## src/rtl/issue_queue_pkg.sv

```systemverilog
// Shared widths, reset values and encodings for the issue queue slice.
package issue_queue_pkg;

    localparam int PC_BUS        = 32;
    localparam int DATA_BUS      = 32;
    localparam int REG_ADDR_BUS  = 5;
    localparam int DECODEOUT_BUS = 64;

    localparam logic [PC_BUS-1:0]   PC_INITIAL   = '0;
    localparam logic [DATA_BUS-1:0] DATA_INITIAL = '0;

    localparam logic ENABLE  = 1'b1;
    localparam logic DISABLE = 1'b0;

    // Number of instructions leaving the head in one cycle.
    typedef enum logic [1:0] {
        ISS_NONE = 2'd0,
        ISS_ONE  = 2'd1,
        ISS_TWO  = 2'd2
    } iss_cnt_e;

    // Register/memory fields the hazard checks look at.
    typedef struct packed {
        logic [REG_ADDR_BUS-1:0] rs;
        logic [REG_ADDR_BUS-1:0] rt;
        logic [REG_ADDR_BUS-1:0] rd;
        logic                    rfwe;
        logic                    ld;
        logic                    st;
    } hz_t;

    // What an occupied issue slot must remember for the load-use check.
    typedef struct packed {
        logic                    ld;
        logic                    rfwe;
        logic [REG_ADDR_BUS-1:0] rd;
    } slot_hz_t;

    // Lane 0 always holds the older instruction, so 10 never appears.
    function automatic logic [1:0] iss_valid_of(input iss_cnt_e c);
        case (c)
            ISS_TWO: return 2'b11;
            ISS_ONE: return 2'b01;
            default: return 2'b00;
        endcase
    endfunction

endpackage

```

## src/rtl/issue_queue_if.sv

```systemverilog
// Decode-side enqueue bus and lane-side issue slot outputs of the issue queue.
interface issue_queue_if #(
    parameter int DW = issue_queue_pkg::DECODEOUT_BUS
);
    import issue_queue_pkg::*;

    logic                    flush;
    logic                    stop;
    logic [1:0]              in_valid;
    logic                    in_ready;
    logic [PC_BUS-1:0]       in_pc0,   in_pc1;
    logic [DATA_BUS-1:0]     in_imm0,  in_imm1;
    logic [DW-1:0]           in_dec0,  in_dec1;
    logic [REG_ADDR_BUS-1:0] in_rs0,   in_rs1;
    logic [REG_ADDR_BUS-1:0] in_rt0,   in_rt1;
    logic [REG_ADDR_BUS-1:0] in_rd0,   in_rd1;
    logic                    in_rfwe0, in_rfwe1;
    logic                    in_ld0,   in_ld1;
    logic                    in_st0,   in_st1;
    logic [1:0]              iss_valid;
    logic [PC_BUS-1:0]       iss_pc0,  iss_pc1;
    logic [DATA_BUS-1:0]     iss_imm0, iss_imm1;
    logic [DW-1:0]           iss_dec0, iss_dec1;

    modport master (
        output flush, stop, in_valid,
        output in_pc0, in_pc1, in_imm0, in_imm1, in_dec0, in_dec1,
        output in_rs0, in_rs1, in_rt0, in_rt1, in_rd0, in_rd1,
        output in_rfwe0, in_rfwe1, in_ld0, in_ld1, in_st0, in_st1,
        input  in_ready, iss_valid,
        input  iss_pc0, iss_pc1, iss_imm0, iss_imm1, iss_dec0, iss_dec1
    );

    modport slave (
        input  flush, stop, in_valid,
        input  in_pc0, in_pc1, in_imm0, in_imm1, in_dec0, in_dec1,
        input  in_rs0, in_rs1, in_rt0, in_rt1, in_rd0, in_rd1,
        input  in_rfwe0, in_rfwe1, in_ld0, in_ld1, in_st0, in_st1,
        output in_ready, iss_valid,
        output iss_pc0, iss_pc1, iss_imm0, iss_imm1, iss_dec0, iss_dec1
    );

endinterface

```

## src/rtl/issue_queue_iq_hazard.sv

```systemverilog
// iq_hazard: decides how many head instructions may issue this cycle.
module iq_hazard
    import issue_queue_pkg::*;
(
    input  hz_t        h0,
    input  hz_t        h1,
    input  logic       h0_present,
    input  logic       h1_present,
    input  logic [1:0] slot_valid,
    input  slot_hz_t   slot0,
    input  slot_hz_t   slot1,
    output iss_cnt_e   cnt
);

    // A load still in stage 1 cannot forward to a consumer issued right behind it.
    function automatic logic load_use(input slot_hz_t s, input logic v, input hz_t h);
        return v && s.ld && s.rfwe && (s.rd != '0) && ((s.rd == h.rs) || (s.rd == h.rt));
    endfunction

    logic lu0, lu1, raw, waw, two_mem, issue0, issue1;

    // Combine head presence, stage-1 load-use and intra-pair ordering into a count.
    always_comb begin
        lu0     = load_use(slot0, slot_valid[0], h0) || load_use(slot1, slot_valid[1], h0);
        lu1     = load_use(slot0, slot_valid[0], h1) || load_use(slot1, slot_valid[1], h1);
        raw     = h0.rfwe && (h0.rd != '0) && ((h0.rd == h1.rs) || (h0.rd == h1.rt));
        waw     = h0.rfwe && h1.rfwe && (h0.rd != '0) && (h0.rd == h1.rd);
        two_mem = (h0.ld || h0.st) && (h1.ld || h1.st);
        issue0  = h0_present && !lu0;
        issue1  = issue0 && h1_present && !lu1 && !raw && !waw && !two_mem;
        cnt     = ISS_NONE;
        if (issue1) begin
            cnt = ISS_TWO;
        end else if (issue0) begin
            cnt = ISS_ONE;
        end
    end

endmodule

```

## src/rtl/issue_queue.sv

```systemverilog
// issue_queue: in-order dual-issue buffer feeding the registered issue slot pair.
// Optional build macro ISSUE_BYPASS_EN: when the queue is empty, incoming
// instructions that pass the hazard rules go straight into the issue slots.
module issue_queue
    import issue_queue_pkg::*;
#(
    parameter int DEPTH = 8,
    parameter int DW    = DECODEOUT_BUS
) (
    input  logic         clk,
    input  logic         rst,
    issue_queue_if.slave bus
);

    localparam int AW = $clog2(DEPTH);
    typedef logic [AW:0] ptr_t;

    logic [PC_BUS-1:0]   pc_mem  [DEPTH];
    logic [DATA_BUS-1:0] imm_mem [DEPTH];
    logic [DW-1:0]       dec_mem [DEPTH];
    hz_t                 hz_mem  [DEPTH];

    logic [PC_BUS-1:0]   in_pc  [2];
    logic [DATA_BUS-1:0] in_imm [2];
    logic [DW-1:0]       in_dec [2];
    hz_t                 in_hz  [2];

    logic [PC_BUS-1:0]   h_pc  [2];
    logic [DATA_BUS-1:0] h_imm [2];
    logic [DW-1:0]       h_dec [2];
    hz_t                 h_hz  [2];
    logic [1:0]          h_present;

    ptr_t                wr_ptr_q, wr_ptr_d, rd_ptr_q, rd_ptr_d, count, count_next;
    logic                in_ready_q, in_ready_d;
    logic [1:0]          iss_valid_q, iss_valid_d;
    logic [PC_BUS-1:0]   iss_pc_q  [2], iss_pc_d  [2];
    logic [DATA_BUS-1:0] iss_imm_q [2], iss_imm_d [2];
    logic [DW-1:0]       iss_dec_q [2], iss_dec_d [2];
    slot_hz_t            slot_hz_q [2], slot_hz_d [2];

    logic                enq, empty;
    logic [1:0]          n_enq, n_iss;
    logic [AW-1:0]       wa0, wa1, ra0, ra1;
    iss_cnt_e            iss_cnt;

    assign in_pc[0]  = bus.in_pc0;
    assign in_pc[1]  = bus.in_pc1;
    assign in_imm[0] = bus.in_imm0;
    assign in_imm[1] = bus.in_imm1;
    assign in_dec[0] = bus.in_dec0;
    assign in_dec[1] = bus.in_dec1;
    assign in_hz[0]  = '{rs: bus.in_rs0, rt: bus.in_rt0, rd: bus.in_rd0,
                         rfwe: bus.in_rfwe0, ld: bus.in_ld0, st: bus.in_st0};
    assign in_hz[1]  = '{rs: bus.in_rs1, rt: bus.in_rt1, rd: bus.in_rd1,
                         rfwe: bus.in_rfwe1, ld: bus.in_ld1, st: bus.in_st1};

    // A lone slot-1 valid (10) is not a legal enqueue and is dropped.
    assign enq   = in_ready_q && bus.in_valid[0];
    assign n_enq = enq ? (bus.in_valid[1] ? 2'd2 : 2'd1) : 2'd0;
    assign count = wr_ptr_q - rd_ptr_q;
    assign empty = (wr_ptr_q == rd_ptr_q);
    assign wa0   = wr_ptr_q[AW-1:0];
    assign wa1   = wa0 + AW'(1);
    assign ra0   = rd_ptr_q[AW-1:0];
    assign ra1   = ra0 + AW'(1);

    // Storage array: write accepted instructions at the tail; contents need no reset.
    always_ff @(posedge clk) begin
        if (!rst && !bus.flush && enq) begin
            pc_mem[wa0]  <= in_pc[0];
            imm_mem[wa0] <= in_imm[0];
            dec_mem[wa0] <= in_dec[0];
            hz_mem[wa0]  <= in_hz[0];
            if (bus.in_valid[1]) begin
                pc_mem[wa1]  <= in_pc[1];
                imm_mem[wa1] <= in_imm[1];
                dec_mem[wa1] <= in_dec[1];
                hz_mem[wa1]  <= in_hz[1];
            end
        end
    end

    // Present the two oldest instructions (or, with bypass, the incoming pair) as issue candidates.
    always_comb begin
        h_pc[0]      = pc_mem[ra0];
        h_pc[1]      = pc_mem[ra1];
        h_imm[0]     = imm_mem[ra0];
        h_imm[1]     = imm_mem[ra1];
        h_dec[0]     = dec_mem[ra0];
        h_dec[1]     = dec_mem[ra1];
        h_hz[0]      = hz_mem[ra0];
        h_hz[1]      = hz_mem[ra1];
        h_present[0] = !empty;
        h_present[1] = (count >= ptr_t'(2));
`ifdef ISSUE_BYPASS_EN
        // Entries are still written to storage; rd_ptr simply skips those that issue.
        if (empty) begin
            h_pc         = in_pc;
            h_imm        = in_imm;
            h_dec        = in_dec;
            h_hz         = in_hz;
            h_present[0] = enq;
            h_present[1] = enq && bus.in_valid[1];
        end
`endif
    end

    iq_hazard u_hazard (
        .h0         (h_hz[0]),
        .h1         (h_hz[1]),
        .h0_present (h_present[0]),
        .h1_present (h_present[1]),
        .slot_valid (iss_valid_q),
        .slot0      (slot_hz_q[0]),
        .slot1      (slot_hz_q[1]),
        .cnt        (iss_cnt)
    );

    assign n_iss = iss_cnt;

    // Next pointers, issue slots and ready; flush wins over stop and enqueue.
    always_comb begin
        wr_ptr_d    = wr_ptr_q;
        rd_ptr_d    = rd_ptr_q;
        iss_valid_d = iss_valid_q;
        iss_pc_d    = iss_pc_q;
        iss_imm_d   = iss_imm_q;
        iss_dec_d   = iss_dec_q;
        slot_hz_d   = slot_hz_q;
        if (bus.flush) begin
            wr_ptr_d    = '0;
            rd_ptr_d    = '0;
            iss_valid_d = 2'b00;
        end else begin
            wr_ptr_d = wr_ptr_q + ptr_t'(n_enq);
            if (!bus.stop) begin
                rd_ptr_d    = rd_ptr_q + ptr_t'(n_iss);
                iss_valid_d = iss_valid_of(iss_cnt);
                for (int i = 0; i < 2; i++) begin
                    iss_pc_d[i]  = h_pc[i];
                    iss_imm_d[i] = h_imm[i];
                    iss_dec_d[i] = h_dec[i];
                    slot_hz_d[i] = '{ld: h_hz[i].ld, rfwe: h_hz[i].rfwe, rd: h_hz[i].rd};
                end
            end
        end
        // Ready is registered: requiring two free entries means an accepted pair never overflows.
        count_next = wr_ptr_d - rd_ptr_d;
        in_ready_d = (count_next <= ptr_t'(DEPTH - 2)) ? ENABLE : DISABLE;
    end

    // Control and issue slot registers.
    always_ff @(posedge clk) begin
        if (rst) begin
            wr_ptr_q    <= '0;
            rd_ptr_q    <= '0;
            in_ready_q  <= ENABLE;
            iss_valid_q <= 2'b00;
            for (int i = 0; i < 2; i++) begin
                iss_pc_q[i]  <= PC_INITIAL;
                iss_imm_q[i] <= DATA_INITIAL;
                iss_dec_q[i] <= '0;
                slot_hz_q[i] <= '0;
            end
        end else begin
            wr_ptr_q    <= wr_ptr_d;
            rd_ptr_q    <= rd_ptr_d;
            in_ready_q  <= in_ready_d;
            iss_valid_q <= iss_valid_d;
            iss_pc_q    <= iss_pc_d;
            iss_imm_q   <= iss_imm_d;
            iss_dec_q   <= iss_dec_d;
            slot_hz_q   <= slot_hz_d;
        end
    end

    assign bus.in_ready  = in_ready_q;
    assign bus.iss_valid = iss_valid_q;
    assign bus.iss_pc0   = iss_pc_q[0];
    assign bus.iss_pc1   = iss_pc_q[1];
    assign bus.iss_imm0  = iss_imm_q[0];
    assign bus.iss_imm1  = iss_imm_q[1];
    assign bus.iss_dec0  = iss_dec_q[0];
    assign bus.iss_dec1  = iss_dec_q[1];

endmodule
```

## src/flat_wrapper.sv

```systemverilog
// flat-port wrapper written by rule: the top's interface ports become plain ports
module issue_queue_flat import issue_queue_pkg::*;
#(
    parameter int DEPTH = 8,
    parameter int DW    = DECODEOUT_BUS
)
  (clk, rst, bus_flush, bus_stop, bus_in_valid, bus_in_pc0, bus_in_pc1, bus_in_imm0, bus_in_imm1, bus_in_dec0, bus_in_dec1, bus_in_rs0, bus_in_rs1, bus_in_rt0, bus_in_rt1, bus_in_rd0, bus_in_rd1, bus_in_rfwe0, bus_in_rfwe1, bus_in_ld0, bus_in_ld1, bus_in_st0, bus_in_st1, bus_in_ready, bus_iss_valid, bus_iss_pc0, bus_iss_pc1, bus_iss_imm0, bus_iss_imm1, bus_iss_dec0, bus_iss_dec1);
  issue_queue_if #(.DW(DW)) bus_i ();
  input  logic clk;
  input  logic rst;
  input wire logic [$bits(bus_i.flush)-1:0] bus_flush;
  input wire logic [$bits(bus_i.stop)-1:0] bus_stop;
  input wire logic [$bits(bus_i.in_valid)-1:0] bus_in_valid;
  input wire logic [$bits(bus_i.in_pc0)-1:0] bus_in_pc0;
  input wire logic [$bits(bus_i.in_pc1)-1:0] bus_in_pc1;
  input wire logic [$bits(bus_i.in_imm0)-1:0] bus_in_imm0;
  input wire logic [$bits(bus_i.in_imm1)-1:0] bus_in_imm1;
  input wire logic [$bits(bus_i.in_dec0)-1:0] bus_in_dec0;
  input wire logic [$bits(bus_i.in_dec1)-1:0] bus_in_dec1;
  input wire logic [$bits(bus_i.in_rs0)-1:0] bus_in_rs0;
  input wire logic [$bits(bus_i.in_rs1)-1:0] bus_in_rs1;
  input wire logic [$bits(bus_i.in_rt0)-1:0] bus_in_rt0;
  input wire logic [$bits(bus_i.in_rt1)-1:0] bus_in_rt1;
  input wire logic [$bits(bus_i.in_rd0)-1:0] bus_in_rd0;
  input wire logic [$bits(bus_i.in_rd1)-1:0] bus_in_rd1;
  input wire logic [$bits(bus_i.in_rfwe0)-1:0] bus_in_rfwe0;
  input wire logic [$bits(bus_i.in_rfwe1)-1:0] bus_in_rfwe1;
  input wire logic [$bits(bus_i.in_ld0)-1:0] bus_in_ld0;
  input wire logic [$bits(bus_i.in_ld1)-1:0] bus_in_ld1;
  input wire logic [$bits(bus_i.in_st0)-1:0] bus_in_st0;
  input wire logic [$bits(bus_i.in_st1)-1:0] bus_in_st1;
  output wire logic [$bits(bus_i.in_ready)-1:0] bus_in_ready;
  output wire logic [$bits(bus_i.iss_valid)-1:0] bus_iss_valid;
  output wire logic [$bits(bus_i.iss_pc0)-1:0] bus_iss_pc0;
  output wire logic [$bits(bus_i.iss_pc1)-1:0] bus_iss_pc1;
  output wire logic [$bits(bus_i.iss_imm0)-1:0] bus_iss_imm0;
  output wire logic [$bits(bus_i.iss_imm1)-1:0] bus_iss_imm1;
  output wire logic [$bits(bus_i.iss_dec0)-1:0] bus_iss_dec0;
  output wire logic [$bits(bus_i.iss_dec1)-1:0] bus_iss_dec1;
  assign bus_i.flush = bus_flush;
  assign bus_i.stop = bus_stop;
  assign bus_i.in_valid = bus_in_valid;
  assign bus_i.in_pc0 = bus_in_pc0;
  assign bus_i.in_pc1 = bus_in_pc1;
  assign bus_i.in_imm0 = bus_in_imm0;
  assign bus_i.in_imm1 = bus_in_imm1;
  assign bus_i.in_dec0 = bus_in_dec0;
  assign bus_i.in_dec1 = bus_in_dec1;
  assign bus_i.in_rs0 = bus_in_rs0;
  assign bus_i.in_rs1 = bus_in_rs1;
  assign bus_i.in_rt0 = bus_in_rt0;
  assign bus_i.in_rt1 = bus_in_rt1;
  assign bus_i.in_rd0 = bus_in_rd0;
  assign bus_i.in_rd1 = bus_in_rd1;
  assign bus_i.in_rfwe0 = bus_in_rfwe0;
  assign bus_i.in_rfwe1 = bus_in_rfwe1;
  assign bus_i.in_ld0 = bus_in_ld0;
  assign bus_i.in_ld1 = bus_in_ld1;
  assign bus_i.in_st0 = bus_in_st0;
  assign bus_i.in_st1 = bus_in_st1;
  assign bus_in_ready = bus_i.in_ready;
  assign bus_iss_valid = bus_i.iss_valid;
  assign bus_iss_pc0 = bus_i.iss_pc0;
  assign bus_iss_pc1 = bus_i.iss_pc1;
  assign bus_iss_imm0 = bus_i.iss_imm0;
  assign bus_iss_imm1 = bus_i.iss_imm1;
  assign bus_iss_dec0 = bus_i.iss_dec0;
  assign bus_iss_dec1 = bus_i.iss_dec1;
  issue_queue #(.DEPTH(DEPTH), .DW(DW)) u_core (.clk(clk), .rst(rst), .bus(bus_i));
endmodule
```

## config.mk

```make
export PLATFORM = sky130hd
export DESIGN_NAME = issue_queue_flat
export DESIGN_NICKNAME = d
export VERILOG_FILES = /design/src/rtl/issue_queue_pkg.sv /design/src/rtl/issue_queue_if.sv /design/src/rtl/issue_queue_iq_hazard.sv /design/src/rtl/issue_queue.sv /design/src/flat_wrapper.sv
export SDC_FILE = /design/constraint.sdc
export NUM_CORES = 2
export LEC_CHECK = 0
export ABC_CLOCK_PERIOD_IN_PS = 33700
export BUFFER_PORTS_ARGS = -buffer_cell sky130_fd_sc_hd__buf_4
export CAP_MARGIN = 20
export CORE_MARGIN = 5
export CORE_UTILIZATION = 63
export DETAILED_ROUTE_END_ITERATION = 8
export PLACE_DENSITY_LB_ADDON = 0.15
export SLEW_MARGIN = 25
export SYNTH_ARGS = -nofsm -noshare
export SYNTH_HDL_FRONTEND = slang
export SYNTH_HIERARCHICAL = 1
export SYNTH_SLANG_ARGS = --single-unit
```

## constraint.sdc

```tcl
create_clock -name clk -period 33.7 [get_ports clk]
set_input_delay 10.11 -clock clk [delete_from_list [all_inputs] [get_ports clk]]
set_output_delay 10.11 -clock clk [all_outputs]
set_load 0.01 [all_outputs]
```

# After elaboration in Yosys (flattened, before gate mapping)
# Memory sizes are Yosys's and may differ from the RTL's. A register that Yosys moved wholly into a read port is not among the register bits.
# Cells that the tools add are included.
dict set report word_totals {
  reg_bits 25
  ram_bits 1168
  input_bits 298
  out_inout_bits 259
  wordCells 100
  n_memories 4
}
# name words word_bits rd rd_ports_with_merged_regs wr line
set mem_list {}
lappend mem_list {u_core.dec_mem 8 64 2 2 2 issue_queue.sv:20} ;# logic [DW-1:0] dec_mem [DEPTH];
lappend mem_list {u_core.imm_mem 8 32 2 2 2 issue_queue.sv:19} ;# logic [DATA_BUS-1:0] imm_mem [DEPTH];
lappend mem_list {u_core.pc_mem 8 32 2 2 2 issue_queue.sv:18} ;# logic [PC_BUS-1:0] pc_mem [DEPTH];
lappend mem_list {u_core.hz_mem 8 18 2 1 2 issue_queue.sv:21} ;# hz_t hz_mem [DEPTH];
dict set report classes {
  add_sub_neg 6
  magnitude_cmp 2
  n_eq_ne 14
  n_mux 15
  bitwise_logic 2
  n_reduce_logical 47
}
# operator n
set op_table {}
lappend op_table {{$eq 5x5->1} 11}
lappend op_table {{$logic_and 1x1->1} 25}
lappend op_table {{$reduce_bool 5->1} 3}
lappend op_table {{$mux 4} 3}
lappend op_table {{$logic_or 1x1->1} 9}
lappend op_table {{$add 4x2->4} 2}
lappend op_table {{$logic_not 1->1} 8}
lappend op_table {{$sub 4x4->4} 2}
lappend op_table {{$mux 1} 7}
lappend op_table {{$add 3x1->3 const B} 2}
lappend op_table {{$mux 2} 3}
lappend op_table {{$eq 4x4->1} 1}
lappend op_table {{$ge 4x2->1 const B} 1}
lappend op_table {{$le 4x3->1 const B} 1}
lappend op_table {{$pmux 2 s2} 1}
lappend op_table {{$mux 3} 1}
lappend op_table {{$eq 2x1->1 const B} 1}
lappend op_table {{$eq 2x2->1 const B} 1}
lappend op_table {{$not 1->1} 2}
lappend op_table {{$reduce_and 2->1} 1}
lappend op_table {{$reduce_or 2->1} 1}

# Logic depth before layout (Yosys ltp)
dict set report logic_depth {
  word_depth 19
  mapped_depth 22
  mapped_depth_nobuf 19
}

# Cells and area by module
# The synthesis kept the hierarchy.
# module n_inst cells_per_inst area_per_inst_um2 seq_area_each_um2
set modules_own_cells {}
lappend modules_own_cells {issue_queue 1 4723 76348.2 40699.0}
lappend modules_own_cells {iq_hazard 1 107 805.8 0.0}

# Least setup slack after synthesis
# Ideal clock, no wire load.
dict set report synth_path {
  path_kind {input port to flip-flop}
  start {input port rst}
  end {memory u_core/dec_mem[0][0] in the netlist's numbering, enable pin}
  setup_time_ps 866
  t_arrival_ps 21672
  path_slack_ps 11162
  path_stages 5
  cell_sequence {clkbuf_1 > or2_1 > buf_6 > or3_1 > o31ai_1}
}
# item line
set synth_rtl {}
lappend synth_rtl {{start, declared} flat_wrapper.sv:10} ;# input logic rst;
lappend synth_rtl {{end, declared} issue_queue.sv:20}

==> metrics.md <==
| Metric | Value |
|---|---|
| Run status | `completed` |
| Setup violations, final | `0` |
| Worst path slowest cell | `buf_4` |
| Cell taking the most area after synthesis | `edfxtp_1` |
| Initial Util | `0.634` |
| Count leader, synth | `edfxtp_1` |
| FILL cells | `7990` |
| Internal power | `3.16 mW` |
| Die Area | `130000 sq um` |
| Rows | `128` |
| Top cell type's share of synthesized area | `0.455` |
| Power Density | `46.8 nW/um^2` |
| Die height | `360 microns` |
| Register area | `40700 sq um` |
| Maximum clock path buffer count | `3` |
| Nets | `5525` |
| Post-synthesis cell count | `4830` |
| Footprint of the multi-input gates | `33900 sq um` |
| FMAX | `74.0 MHz` |
| Seq cells post-synth | `1449` |
| GR Util All Layers | `0.333` |
| Peak supply drop | `48.9 uV` |
| GRT met2 Usage | `0.537` |
| WL/cell | `31.2 microns` |
| Post-Syn Area | `77200 sq um` |
| Slew headroom | `0.245` |
| Leak pwr | `28.7 nW` |
| Hold Fails Final Rpt | `0` |
| Layout cells sized above 1 | `0.421` |
| Post-synthesis mux area share | `0.361` |
| I/O pin count | `557` |
| Gpl congestion | `0.854` |
| Post-Synth XOR/XNOR Area | `0.00756` |
| TritonCTS buffer count | `154` |
| Max H-tree Level | `4` |
| Final Skew | `24.3 ps` |
| Sink Count | `1449` |
| DR vias | `48126` |
| Top cells by area, synth | `edfxtp_1 45%, mux4_2 17%, mux2_2 11%` |
| Clock power share | `0.426` |
| CP max stage delay | `820 ps` |
| Grt ovf | `0` |
| Worst skew pair latency | `760 ps` |
| Top FF cell, synth | `edfxtp_1` |
| Via/cell ratio | `6.86` |
| First-pass GRT wire length | `324000 microns` |
| Compound-cell area share of the yosys netlist | `0.0302` |
| Post-synth net total | `5145` |
| Clock Tree Root | `clkbuf_16` |
| Setup Fix Bufs, Post-CTS | `0` |
| Combinational share of power | `0.083` |
| Worst Path Arrival | `13890 ps` |
| Residual DRC count | `0` |
| Vias in the first global route | `49302` |
| Initial DRC count | `5362` |
| Crit path required time | `34070 ps` |
| Synth cell count leaders | `1168 x edfxtp_1, 757 x mux2_2, 584 x mux4_2` |
| Met1 Track Usage GR | `0.450` |
| Number of routed nets with antenna violations | `0` |
| Main combinational cell family by area after synthesis | `multiplexers` |
| Drt total wl | `219000 microns` |
| Crit path max fanout | `85` |
| Number of detailed-route iterations in the first pass | `8` |
| CORE AREA | `122000 sq um` |
| Post-CTS Hold Buffers | `0` |
| Reg power frac | `0.491` |
| Hold Crit Class | `register to register` |
| GRT busiest layer | `met2` |
| Crit path cell chain | `buf_8 -> or2_1 -> nor3_4 -> and3_4 -> o21bai_4 -> buf_4 -> buf_4` |
| Layout area overhead | `12.7%` |
| Post-synth EDFFs | `1168` |
| Setup tns final | `0 ps` |
| Chip width | `360 microns` |
| Switching Share | `0.223` |
| Critical path class | `input pin to register` |
| CTS tree | `built` |
| Yosys warns | `6` |
| Crit path top cell by count | `buf_4` |
| Sw Pwr | `908 uW` |
| RSZ-0062 raised after global routing | `false` |
| Adder-Cell Fraction of Synth Area | `0.00315` |
| Simple-gate share of the synthesized area | `0.0349` |
| Period utilization | `0.401` |
| CP Capture Type | `register` |
| Detail Placement HPWL | `125000 microns` |
| Syn Area/Cell | `16.0 sq um` |
| Initial antenna violation count | `56` |
| Post-synthesis sequential area ratio | `0.528` |
| CTS clk-pin slew, worst paths | `60 ps` |
| Crit path launch type | `input pin` |
| Slew @ Worst Pin | `1130 ps` |
| Worst Hold Slack | `497 ps` |
| Pins over their slew limit | `0` |
| MaxCap Viol Count | `0` |
| Met3 Use GR | `0.0742` |
| Number of port buffers | `556` |
| Cts repair resizes | `0` |
| Fin crit period | `13520 ps` |
| Largest net degree at the start of global routing | `143` |
| Netlist cell types | `50` |
| Synth async-reset ratio | `0` |
## worst paths after layout
| path | from | end | slack (ps) | cells past startpoint |
|---|---|---|---|---|
| worst min register to register | u_core/bus.iss_imm0[18] | u_core/bus.iss_imm0[18] | 500 | 2 |
| worst min-delay path | u_core/bus.iss_imm0[18] | u_core/bus.iss_imm0[18] | 500 | 2 |
| worst max register to register | u_core/rd_ptr_q[0] | u_core/bus.in_ready | 26620 | 19 |
| worst max-delay path | rst | u_core/dec_mem[6][1] | 20180 | 7 |
## power groups by stage
stage	Sequential, mW	Clock, mW	Combinational (mW)
4_1_cts	2.00	1.75	0.334
2_1_floorplan	2.04	0	0.189
6_report	2.00	1.73	0.336
3_5_place_dp	2.03	0	0.331
3_3_place_gp	2.03	0	0.322
5_1_grt	2.00	1.84	0.361
## sequential cells by signal (all words and copies together), names as in the netlist
register / count
u_core/bus.iss_pc1: 32
u_core/bus.iss_dec1: 64
u_core/hz_mem: 144
u_core/rd_ptr_q: 4
u_core/bus.in_ready: 1
u_core/pc_mem: 256
u_core/bus.iss_valid: 2
u_core/slot_hz_q: 14
u_core/bus.iss_imm0: 32
u_core/bus.iss_dec0: 64
u_core/wr_ptr_q: 4
u_core/imm_mem: 256
u_core/dec_mem: 512
u_core/bus.iss_imm1: 32
u_core/bus.iss_pc0: 32
## through the flow
step	utilization	instances	power (mW)	instance area [sq um]	setup slack, ps
3_5_place_dp	0.671	6678	2.37	81600	19450
6_report	0.714	7014	4.07	87000	20180
5_1_grt	0.714	7002	4.20	86900	20110
2_1_floorplan	-	4830	2.23	77200	11160
3_3_place_gp	0.670	6674	2.36	81500	19050
4_1_cts	0.713	6967	4.08	86800	20240
## logic make-up (layout without fill, tap and decap cells)
kind of cell             Yosys count  in the layout
AND/OR/NAND/NOR                  681            681
multiplexers                    1901           1901
buffers and inverters            426            939
flip-flops                      1449           1449
AO/OA/AOI/OAI                    291            291
adder cells (fa/ha/maj)           17             17
XOR/XNOR                          65             65
other                              0             46
## worst max-delay path, delay by kind of cell
kind	cells	cell delay, ps
compound gates	1	420
simple gates	3	1340
buf+inv	3	1840
## placed cells by master, fill, tap and decap left out, drive strengths merged, types with 9 or more instances in the layout
cell and instances:
a211oi 128, a21oi 9, a311oi 128, buf 641, bufinv 14, clkbuf 215, clkinv 52, dfxtp 281
diode 46, edfxtp 1168, ha 13, inv 13, mux2 1186, mux2i 131, mux4 584, nand2 319
nor2 307, nor3 25, xnor2 21, xor2 43
## layout make-up
cell class / instances / share of cell area
diodes: 46 / 0.00132
clock buffers: 215 / 0.0507
clock inverters: 74 / 0.00892
inverters: 9 / 0.000446
multi-input cells: 2955 / 0.389
flip-flops and latches: 1449 / 0.468
well taps: 1625 / 0.0234
repair buffers: 641 / 0.0578
## layer usage
| layer | wire length (microns) | vias to the layer above |
|---|---|---|
| li1 | - | 20246 |
| met1 | 82300 | 24822 |
| met2 | 107000 | 2625 |
| met3 | 22500 | 405 |
| met4 | 6990 | 28 |
| met5 | 182 | - |
No activity file was read; power rests on OpenSTA's default activity.
